**src/rtl/uart_serdes.sv**
```systemverilog
// 8N1 UART serdes: valid/ack byte in -> tx pin; rx pin -> one-cycle data/error strobes. Ack is combinational in IDLE.
// TX frame spans 10N+1 cycles per accepted byte; RX strobes ~9.5N+2 cycles after the start edge, no backpressure.
module uart_serdes #(
   parameter int CLKS_PER_BIT = 16
) (
   input  logic       i_clk,
   input  logic       i_rst,
   output logic       o_tx,
   input  logic       i_rx,
   input  logic [7:0] i_tx_data,
   input  logic       i_tx_data_valid,
   output logic       o_tx_data_ack,
   output logic       o_tx_busy,
   output logic [7:0] o_rx_data,
   output logic       o_rx_data_valid,
   output logic       o_rx_frame_error,
   output logic       o_rx_busy
);
   localparam int CW = $clog2(CLKS_PER_BIT);
   localparam logic [CW-1:0] LAST = CW'(CLKS_PER_BIT - 1);
   localparam logic [CW-1:0] HALF = CW'(CLKS_PER_BIT / 2 - 1);

   typedef enum logic [1:0] {TX_IDLE, TX_START, TX_DATA, TX_STOP} tx_state_t;
   typedef enum logic [2:0] {RX_IDLE, RX_START, RX_DATA, RX_STOP, RX_WAIT_HIGH} rx_state_t;

   tx_state_t       r_tx_state;
   logic [CW-1:0]   r_tx_cnt;
   logic [2:0]      r_tx_idx;
   logic [7:0]      r_tx_shift;
   logic            r_tx;

   rx_state_t       r_rx_state;
   logic [CW-1:0]   r_rx_cnt;
   logic [2:0]      r_rx_idx;
   logic [7:0]      r_rx_shift;
   logic            r_rx_meta;
   logic            r_rxs;
   logic [7:0]      r_rx_data;
   logic            r_rx_data_valid;
   logic            r_rx_frame_error;

   logic            w_tx_ack;

   assign w_tx_ack         = (r_tx_state == TX_IDLE) & i_tx_data_valid & ~i_rst;
   assign o_tx_data_ack    = w_tx_ack;
   assign o_tx             = r_tx;
   assign o_tx_busy        = (r_tx_state != TX_IDLE);
   assign o_rx_data        = r_rx_data;
   assign o_rx_data_valid  = r_rx_data_valid;
   assign o_rx_frame_error = r_rx_frame_error;
   assign o_rx_busy        = (r_rx_state != RX_IDLE);

   // tx holds the bit being sent; the shift register is pre-shifted so bit 0 is always next.
   always_ff @(posedge i_clk or posedge i_rst) begin
      if (i_rst) begin
         r_tx_state <= TX_IDLE;
         r_tx_cnt   <= '0;
         r_tx_idx   <= '0;
         r_tx_shift <= '0;
         r_tx       <= 1'b1;
      end else begin
         case (r_tx_state)
            TX_IDLE: begin
               r_tx <= 1'b1;
               if (w_tx_ack) begin
                  r_tx_shift <= i_tx_data;
                  r_tx_cnt   <= '0;
                  r_tx       <= 1'b0;
                  r_tx_state <= TX_START;
               end
            end
            TX_START: begin
               if (r_tx_cnt == LAST) begin
                  r_tx_cnt   <= '0;
                  r_tx_idx   <= '0;
                  r_tx       <= r_tx_shift[0];
                  r_tx_shift <= {1'b0, r_tx_shift[7:1]};
                  r_tx_state <= TX_DATA;
               end else begin
                  r_tx_cnt <= r_tx_cnt + 1'b1;
               end
            end
            TX_DATA: begin
               if (r_tx_cnt == LAST) begin
                  r_tx_cnt <= '0;
                  if (r_tx_idx == 3'd7) begin
                     r_tx       <= 1'b1;
                     r_tx_state <= TX_STOP;
                  end else begin
                     r_tx_idx   <= r_tx_idx + 3'd1;
                     r_tx       <= r_tx_shift[0];
                     r_tx_shift <= {1'b0, r_tx_shift[7:1]};
                  end
               end else begin
                  r_tx_cnt <= r_tx_cnt + 1'b1;
               end
            end
            TX_STOP: begin
               if (r_tx_cnt == LAST) begin
                  r_tx_cnt   <= '0;
                  r_tx_state <= TX_IDLE;
               end else begin
                  r_tx_cnt <= r_tx_cnt + 1'b1;
               end
            end
            default: r_tx_state <= TX_IDLE;
         endcase
      end
   end

   always_ff @(posedge i_clk or posedge i_rst) begin
      if (i_rst) begin
         r_rx_meta <= 1'b1;
         r_rxs     <= 1'b1;
      end else begin
         r_rx_meta <= i_rx;
         r_rxs     <= r_rx_meta;
      end
   end

   // Half-bit wait in START puts every later sample at mid-bit.
   always_ff @(posedge i_clk or posedge i_rst) begin
      if (i_rst) begin
         r_rx_state       <= RX_IDLE;
         r_rx_cnt         <= '0;
         r_rx_idx         <= '0;
         r_rx_shift       <= '0;
         r_rx_data        <= '0;
         r_rx_data_valid  <= 1'b0;
         r_rx_frame_error <= 1'b0;
      end else begin
         r_rx_data_valid  <= 1'b0;
         r_rx_frame_error <= 1'b0;
         case (r_rx_state)
            RX_IDLE: begin
               if (!r_rxs) begin
                  r_rx_cnt   <= '0;
                  r_rx_state <= RX_START;
               end
            end
            RX_START: begin
               if (r_rx_cnt == HALF) begin
                  r_rx_cnt   <= '0;
                  r_rx_idx   <= '0;
                  r_rx_state <= r_rxs ? RX_IDLE : RX_DATA;
               end else begin
                  r_rx_cnt <= r_rx_cnt + 1'b1;
               end
            end
            RX_DATA: begin
               if (r_rx_cnt == LAST) begin
                  r_rx_cnt   <= '0;
                  r_rx_shift <= {r_rxs, r_rx_shift[7:1]};
                  r_rx_idx   <= r_rx_idx + 3'd1;
                  if (r_rx_idx == 3'd7) r_rx_state <= RX_STOP;
               end else begin
                  r_rx_cnt <= r_rx_cnt + 1'b1;
               end
            end
            RX_STOP: begin
               if (r_rx_cnt == LAST) begin
                  r_rx_cnt <= '0;
                  if (r_rxs) begin
                     r_rx_data       <= r_rx_shift;
                     r_rx_data_valid <= 1'b1;
                     r_rx_state      <= RX_IDLE;
                  end else begin
                     r_rx_frame_error <= 1'b1;
                     r_rx_state       <= RX_WAIT_HIGH;
                  end
               end else begin
                  r_rx_cnt <= r_rx_cnt + 1'b1;
               end
            end
            RX_WAIT_HIGH: if (r_rxs) r_rx_state <= RX_IDLE;
            default: r_rx_state <= RX_IDLE;
         endcase
      end
   end
endmodule

```
**config.mk**
```make
export PLATFORM = sky130hd
export DESIGN_NAME = uart_serdes
export DESIGN_NICKNAME = d
export VERILOG_FILES = /design/src/rtl/uart_serdes.sv
export SDC_FILE = /design/constraint.sdc
export NUM_CORES = 1
export LEC_CHECK = 0
export CAP_MARGIN = 20
export CORE_MARGIN = 2
export CORE_UTILIZATION = 31
export DETAILED_ROUTE_END_ITERATION = 8
export DONT_BUFFER_PORTS = 1
export GPL_TIMING_DRIVEN = 0
export HOLD_SLACK_MARGIN = 0.03
export MAX_ROUTING_LAYER = met4
export SLEW_MARGIN = 20
export SYNTH_ARGS = -nofsm -noshare
export SYNTH_HDL_FRONTEND = slang
export SYNTH_SLANG_ARGS = --single-unit
export TNS_END_PERCENT = 1
```
**constraint.sdc**
```tcl
create_clock -name i_clk -period 3.6 [get_ports i_clk]
set_input_delay 0.72 -clock i_clk [delete_from_list [all_inputs] [get_ports i_clk]]
set_output_delay 0.72 -clock i_clk [all_outputs]
set_load 0.03 [all_outputs]
```
==> results of run 1 <==
-- placed cells by master, fill, tap and decap left out, types with 3 or more instances in the layout --
| cell | synthesis | final |
|---|---|---|
| a21o_1 | 3 | 3 |
| nor3b_1 | 3 | 3 |
| nand2_1 | 14 | 14 |
| inv_1 | 10 | 9 |
| nor2b_1 | 4 | 4 |
| nand3_1 | 5 | 5 |
| nor2_1 | 8 | 8 |
| clkbuf_8 | 0 | 5 |
| mux2_2 | 33 | 33 |
| nor3_1 | 4 | 4 |
| dfrtp_1 | 45 | 45 |
| clkbuf_1 | 3 | 3 |
| ha_1 | 11 | 11 |
| a21oi_1 | 8 | 8 |
| o21ai_0 | 5 | 5 |
| a22o_1 | 5 | 5 |
| dfstp_2 | 3 | 3 |
-- cell usage after synthesis (2+ instances only) --
cell type,instances,area share (%)
a21oi_1,8,1.7
o21ai_0,5,1.1
ha_1,11,6.0
buf_2,2,0.43
mux2i_1,2,0.87
nor3_1,4,0.87
a21o_1,3,0.98
dfrtp_1,45,49
nand2_1,14,2.3
nor2_1,8,1.3
mux2_2,33,16
inv_1,10,1.6
clkbuf_1,3,0.49
a22o_1,5,1.9
nand2b_1,2,0.54
nor3b_1,3,0.98
dfstp_2,3,3.4
nand3_1,5,1.1
buf_4,2,0.65
o21a_1,2,0.65
nor2b_1,4,1.1
-- per-stage QoR --
step                total power [mW]  instances
floorplan                     0.7957        192
global placement              0.8316        291
detailed placement            0.8410        292
CTS                            1.178        300
global route                   1.230        300
finish                         1.161        300
-- report_power, final --
group	total (mW)	leakage [nW]	internal, mW	switching (mW)
clock	0.330	0.0404	0.138	0.192
sequential	0.613	0.631	0.582	0.0304
combinational	0.218	0.534	0.0914	0.126
total	1.16	1.21	0.812	0.349
-- worst max path at each step --
stage / start / end / cells after the start
after floorplan: r_tx_state[0]$_DFFE_PP0P_ / o_tx_data_ack / 4
after global routing: r_tx_state[0]$_DFFE_PP0P_ / o_tx_data_ack / 4
final: r_tx_state[0]$_DFFE_PP0P_ / o_tx_data_ack / 4
after detailed placement: r_tx_state[0]$_DFFE_PP0P_ / o_tx_data_ack / 4
after global placement: i_rst / o_rx_data[3]$_DFFE_PP0P_ / 1
after CTS: r_tx_state[0]$_DFFE_PP0P_ / o_tx_data_ack / 4
-- cells by family (layout without fill, tap and decap cells) --
logic type	after synthesis	after routing	share of synthesized area (%)
multiplexers	35	35	16.97
adder cells (fa/ha/maj)	11	11	5.965
AND/OR/NAND/NOR	47	47	11.06
flip-flops	48	48	52.22
buffers and inverters	17	26	3.200
XOR/XNOR	1	1	0.3797
AO/OA/AOI/OAI	33	33	10.20
-- area by class of cell --
type	instances	share of cell area [%]
sequential	48	47.37
multi-input combinational	127	40.43
tap	99	4.870
clock buffer	5	2.705
inverter	10	1.476
buffer	7	1.426
clock inverter	3	0.9346
timing repair buffer	1	0.7870
-- routing by layer --
metal  vias to the layer above  routed length, um
met5                         -                  0
met4                         0                 47
met3                         7                172
met2                        31               1863
met1                       678               1852
li1                        692                  -
-- state kept, by name (all words and copies together), names as in the netlist, 2 cells and up --
name	flops
r_rx_idx	3
r_tx_idx	3
r_rx_cnt	4
r_tx_state	2
r_rx_shift	8
r_rx_state	3
r_tx_cnt	4
o_rx_data	8
r_tx_shift	8
==> results_dict.tcl, run 1 <==
set metrics [dict create \
    crit_type "reg -> out" \
    power_density_mw_per_mm2 456.3 \
    cts_max_level 2 \
    p_leak_nw 1.205 \
    fill_cells 727 \
    drt_iter0_drc 60 \
    setup_viol 0 \
    rsz0062_at_grt "false" \
    grtUsageMet1_pct 13.06 \
    grt_overflow 0 \
    cts_resized 0 \
    slowest_delay_ps 560 \
    post_drt_wl_per_cell_um 13.12 \
    period_needed_ps 2651 \
    syn_area_per_cell_um2 12.02 \
    rr_endpoint "o_tx$_DFFE_PP1P_" \
    tns_ps 0 \
    netlist_instances 192 \
    cts_root_buffer "clkbuf_8" \
    synth_fp_nets 215 \
    postCtsSetupBuffers 0 \
    portBuffers 0 \
    via_per_inst 4.693 \
    multiInputGateArea_mm2 0.001028 \
    grt_pass1_vias 1462 \
    cp_common_cell "inv_1" \
    antenna_found_initial 0 \
    postPlaceCellArea_mm2 0.002451 \
    grt_pass1_wl_um 6879 \
    drt-pass1-iter-count 6 \
    clkTransAtPathRegs_ps 100 \
    skew_ps 8.409 \
    r2r_cells 6 \
    yosysWarningCount 0 \
    hold_class "in -> async" \
    r2r_setup_slack_ps 1590 \
    vias 1408 \
    cts_tree "yes" \
    r2r-start "r_tx_state[0]$_DFFE_PP0P_" \
    grtUsageMet3_pct 3.088 \
    ys.flop_type "dfrtp_1" \
    ys_seq_elements 48 \
    synth_cell_types 39 \
    cts_sinks 48 \
    worstSetupEndpointType "output pin" \
    regArea_mm2 0.001205 \
    row_count 31 \
    cp.required_ps 2880 \
    critPathMaxFanout 6 \
    start_util_pct 31.98 \
    synth_enable_flop_cells 0 \
    dp_hpwl_um 2759 \
    critPathLaunchType "flip-flop" \
    ant_nets 0 \
    outcome "completed" \
    postLayoutCellArea_mm2 0.002544 \
    ir_drop_mv 0.1888 \
    grt_use_met2_pct 16.92 \
    synth_area_mm2 0.002307 \
    path_buf_inv 2 \
    crit_family "simple AND/OR/NAND/NOR gates" \
    gp_congestion 0.7553 \
    slew-limit-headroom_pct 58.21 \
    worstMarginPinSlew_ps 624.6 \
    hold_buffers 0 \
    die_h_um 90.27 \
    whs_ps 286.6 \
    cts_buffers 5 \
    clock_latency_ps 310 \
    slowest_stage "nor2_1" \
    finalWirelength_um 3935 \
    final_nets 223 \
    syn_to_final_growth_pct 10.25 \
    busiest_layer "met2" \
    die_w_um 90.27 \
    place_ws_ps 1276 \
    final-hold-violation-count 0 \
    synth_seq_area_share_pct 52.22 \
    final_core_util_pct 35.26 \
    setup_ws_ps 949.3 \
    core_area_mm2 0.007214 \
    grt.total_usage_pct 10.67 \
    finalMaxSlewViolations 0 \
    drc 0 \
    layout-drive-gt1-share_pct 26.87 \
    grt_max_degree 30 \
    diodes 0 \
    drv_cap 0 \
    ioPinCount 26 \
    path_cells "inv_1 > ha_1 > inv_1 > nor2_1" \
    dieArea_mm2 0.008149 \
    period_share_pct 73.63 \
    synthArstFlopShare_pct 100.0 \
    clock_path_buffers 2 \
    critPathArrivalTime_ps 1930 \
    max_freq_mhz 377.3 \
]
No activity file was read; power rests on OpenSTA's default activity.
==> inputs of run 2 (changes only) <==
==> constraint.sdc (replaced) <==
create_clock -name i_clk -period 2.4 [get_ports i_clk]
set_input_delay 0.48 -clock i_clk [delete_from_list [all_inputs] [get_ports i_clk]]
set_output_delay 0.48 -clock i_clk [all_outputs]
set_load 0.03 [all_outputs]
==> results_dict.tcl, run 2 (synthesis results as in run 1) <==
set metrics [dict create \
    outcome "completed" \
    finalMaxSlewViolations 0 \
    gp_congestion 0.7553 \
    final_nets 223 \
    period_share_pct 94.00 \
    grt_use_met2_pct 16.92 \
    antenna_found_initial 0 \
    rsz0062_at_grt "false" \
    drt_iter0_drc 60 \
    setup_viol 0 \
    grtUsageMet3_pct 3.088 \
    setup_ws_ps 144.1 \
    via_per_inst 4.687 \
    crit_type "reg -> out" \
    grt_max_degree 30 \
    max_freq_mhz 443.3 \
    syn_to_final_growth_pct 10.36 \
    grt_overflow 0 \
    period_needed_ps 2256 \
    cts_tree "yes" \
    clkTransAtPathRegs_ps 100 \
    ioPinCount 26 \
    die_w_um 90.27 \
    cts_resized 1 \
    grt.total_usage_pct 10.66 \
    start_util_pct 31.98 \
    clock_path_buffers 2 \
    grt_pass1_vias 1460 \
    fill_cells 728 \
    diodes 0 \
    drc 0 \
    dp_hpwl_um 2759 \
    grtUsageMet1_pct 13.01 \
    grt_pass1_wl_um 6865 \
    core_area_mm2 0.007214 \
    post_drt_wl_per_cell_um 13.10 \
    cts_max_level 2 \
    busiest_layer "met2" \
    layout_commonest_cell "dfrtp_1" \
    place_ws_ps 315.5 \
    layout_common_cells "45 x dfrtp_1, 33 x mux2_2, 14 x nand2_1" \
    ir_drop_mv 0.2832 \
    critPathLaunchType "flip-flop" \
    cts_sinks 48 \
    critPathMaxFanout 6 \
    cts_buffers 5 \
    postCtsSetupBuffers 0 \
    die_h_um 90.27 \
    finalNonFillerCells 300 \
    layout-drive-gt1-share_pct 27.36 \
    dp.cells 292 \
    portBuffers 0 \
    slew-limit-headroom_pct 67.05 \
    skew_ps 8.509 \
    hold_class "in -> async" \
    hold_buffers 0 \
    ant_nets 0 \
    worstSetupEndpointType "output pin" \
    cts_root_buffer "clkbuf_8" \
    p_leak_nw 1.205 \
    power_density_mw_per_mm2 683.8 \
    vias 1406 \
    worstMarginPinSlew_ps 490.4 \
    clock_latency_ps 310 \
    row_count 31 \
    dieArea_mm2 0.008149 \
    drt-pass1-iter-count 6 \
    finalWirelength_um 3931 \
    critPathArrivalTime_ps 1780 \
    final-hold-violation-count 0 \
    tns_ps 0 \
    cp.required_ps 1920 \
    drv_cap 0 \
]
## run 2: cell counts in the layout (fill, tap and decap cells not counted)
No cell type changed its count.
## run 2: per-stage QoR
| step | total power [mW] | area, um2 | utilization [%] | hold WS, ps |
|---|---|---|---|---|
| 6_report | 1.741 | 2546 | 35.29 | 45.30 |
| 5_1_grt | 1.845 | 2546 | 35.29 | 80.42 |
| 3_3_place_gp | 1.247 | 2431 | 33.70 | 346.2 |
| 2_1_floorplan | 1.194 | 2307 | - | 345.2 |
| 3_5_place_dp | 1.262 | 2451 | 33.98 | 347.5 |
| 4_1_cts | 1.767 | 2546 | 35.29 | 51.41 |
## run 2: worst max-delay path: stages, from the launching register on
cell and delay, ps:
dfrtp_1 410, inv_1 130, ha_1 290, inv_1 240, nor2_2 400
## run 2: power by group
group | switching [mW] | internal, mW | total [mW]
logic | 0.190 | 0.137 | 0.327
registers | 0.0456 | 0.874 | 0.919
clock network | 0.289 | 0.207 | 0.495
## run 2: final timing paths
check / startpoint / to / slack, ps / cells after the start
max: r_tx_state[0]$_DFFE_PP0P_ / o_tx_data_ack / 140 / 4
min: i_rst / r_tx_cnt[0]$_DFFE_PP0P_ / 50 / 1
max reg2reg: r_tx_state[0]$_DFFE_PP0P_ / r_tx_shift[3]$_DFFE_PP0P_ / 450 / 5
min reg2reg: r_rx_meta$_DFF_PP1_ / r_rxs$_DFF_PP1_ / 360 / 0
max in group asynchronous: i_rst / r_rxs$_DFF_PP1_ / 1770 / 2
min in group i_clk: i_rx / r_rx_meta$_DFF_PP1_ / 160 / 0
## run 2: final cells by class
cell class              count  area, um2  share of cell area, %
inverters                  10      37.54                  1.474
clock buffers               5      68.82                  2.703
clock inverters             3      23.77                 0.9337
plain buffers               7      36.28                  1.425
well taps                  99      123.9                  4.865
multi-input cells         127       1031                  40.49
repair buffers              1      20.02                 0.7862
flip-flops and latches     48       1205                  47.32
## run 2: metal layers
layer	up-vias	wire, um	share of wire, %
met4	0	47	1.2
met5	-	0	0
li1	692	-	-
met1	676	1842	47
met2	31	1868	48
met3	7	172	4.4
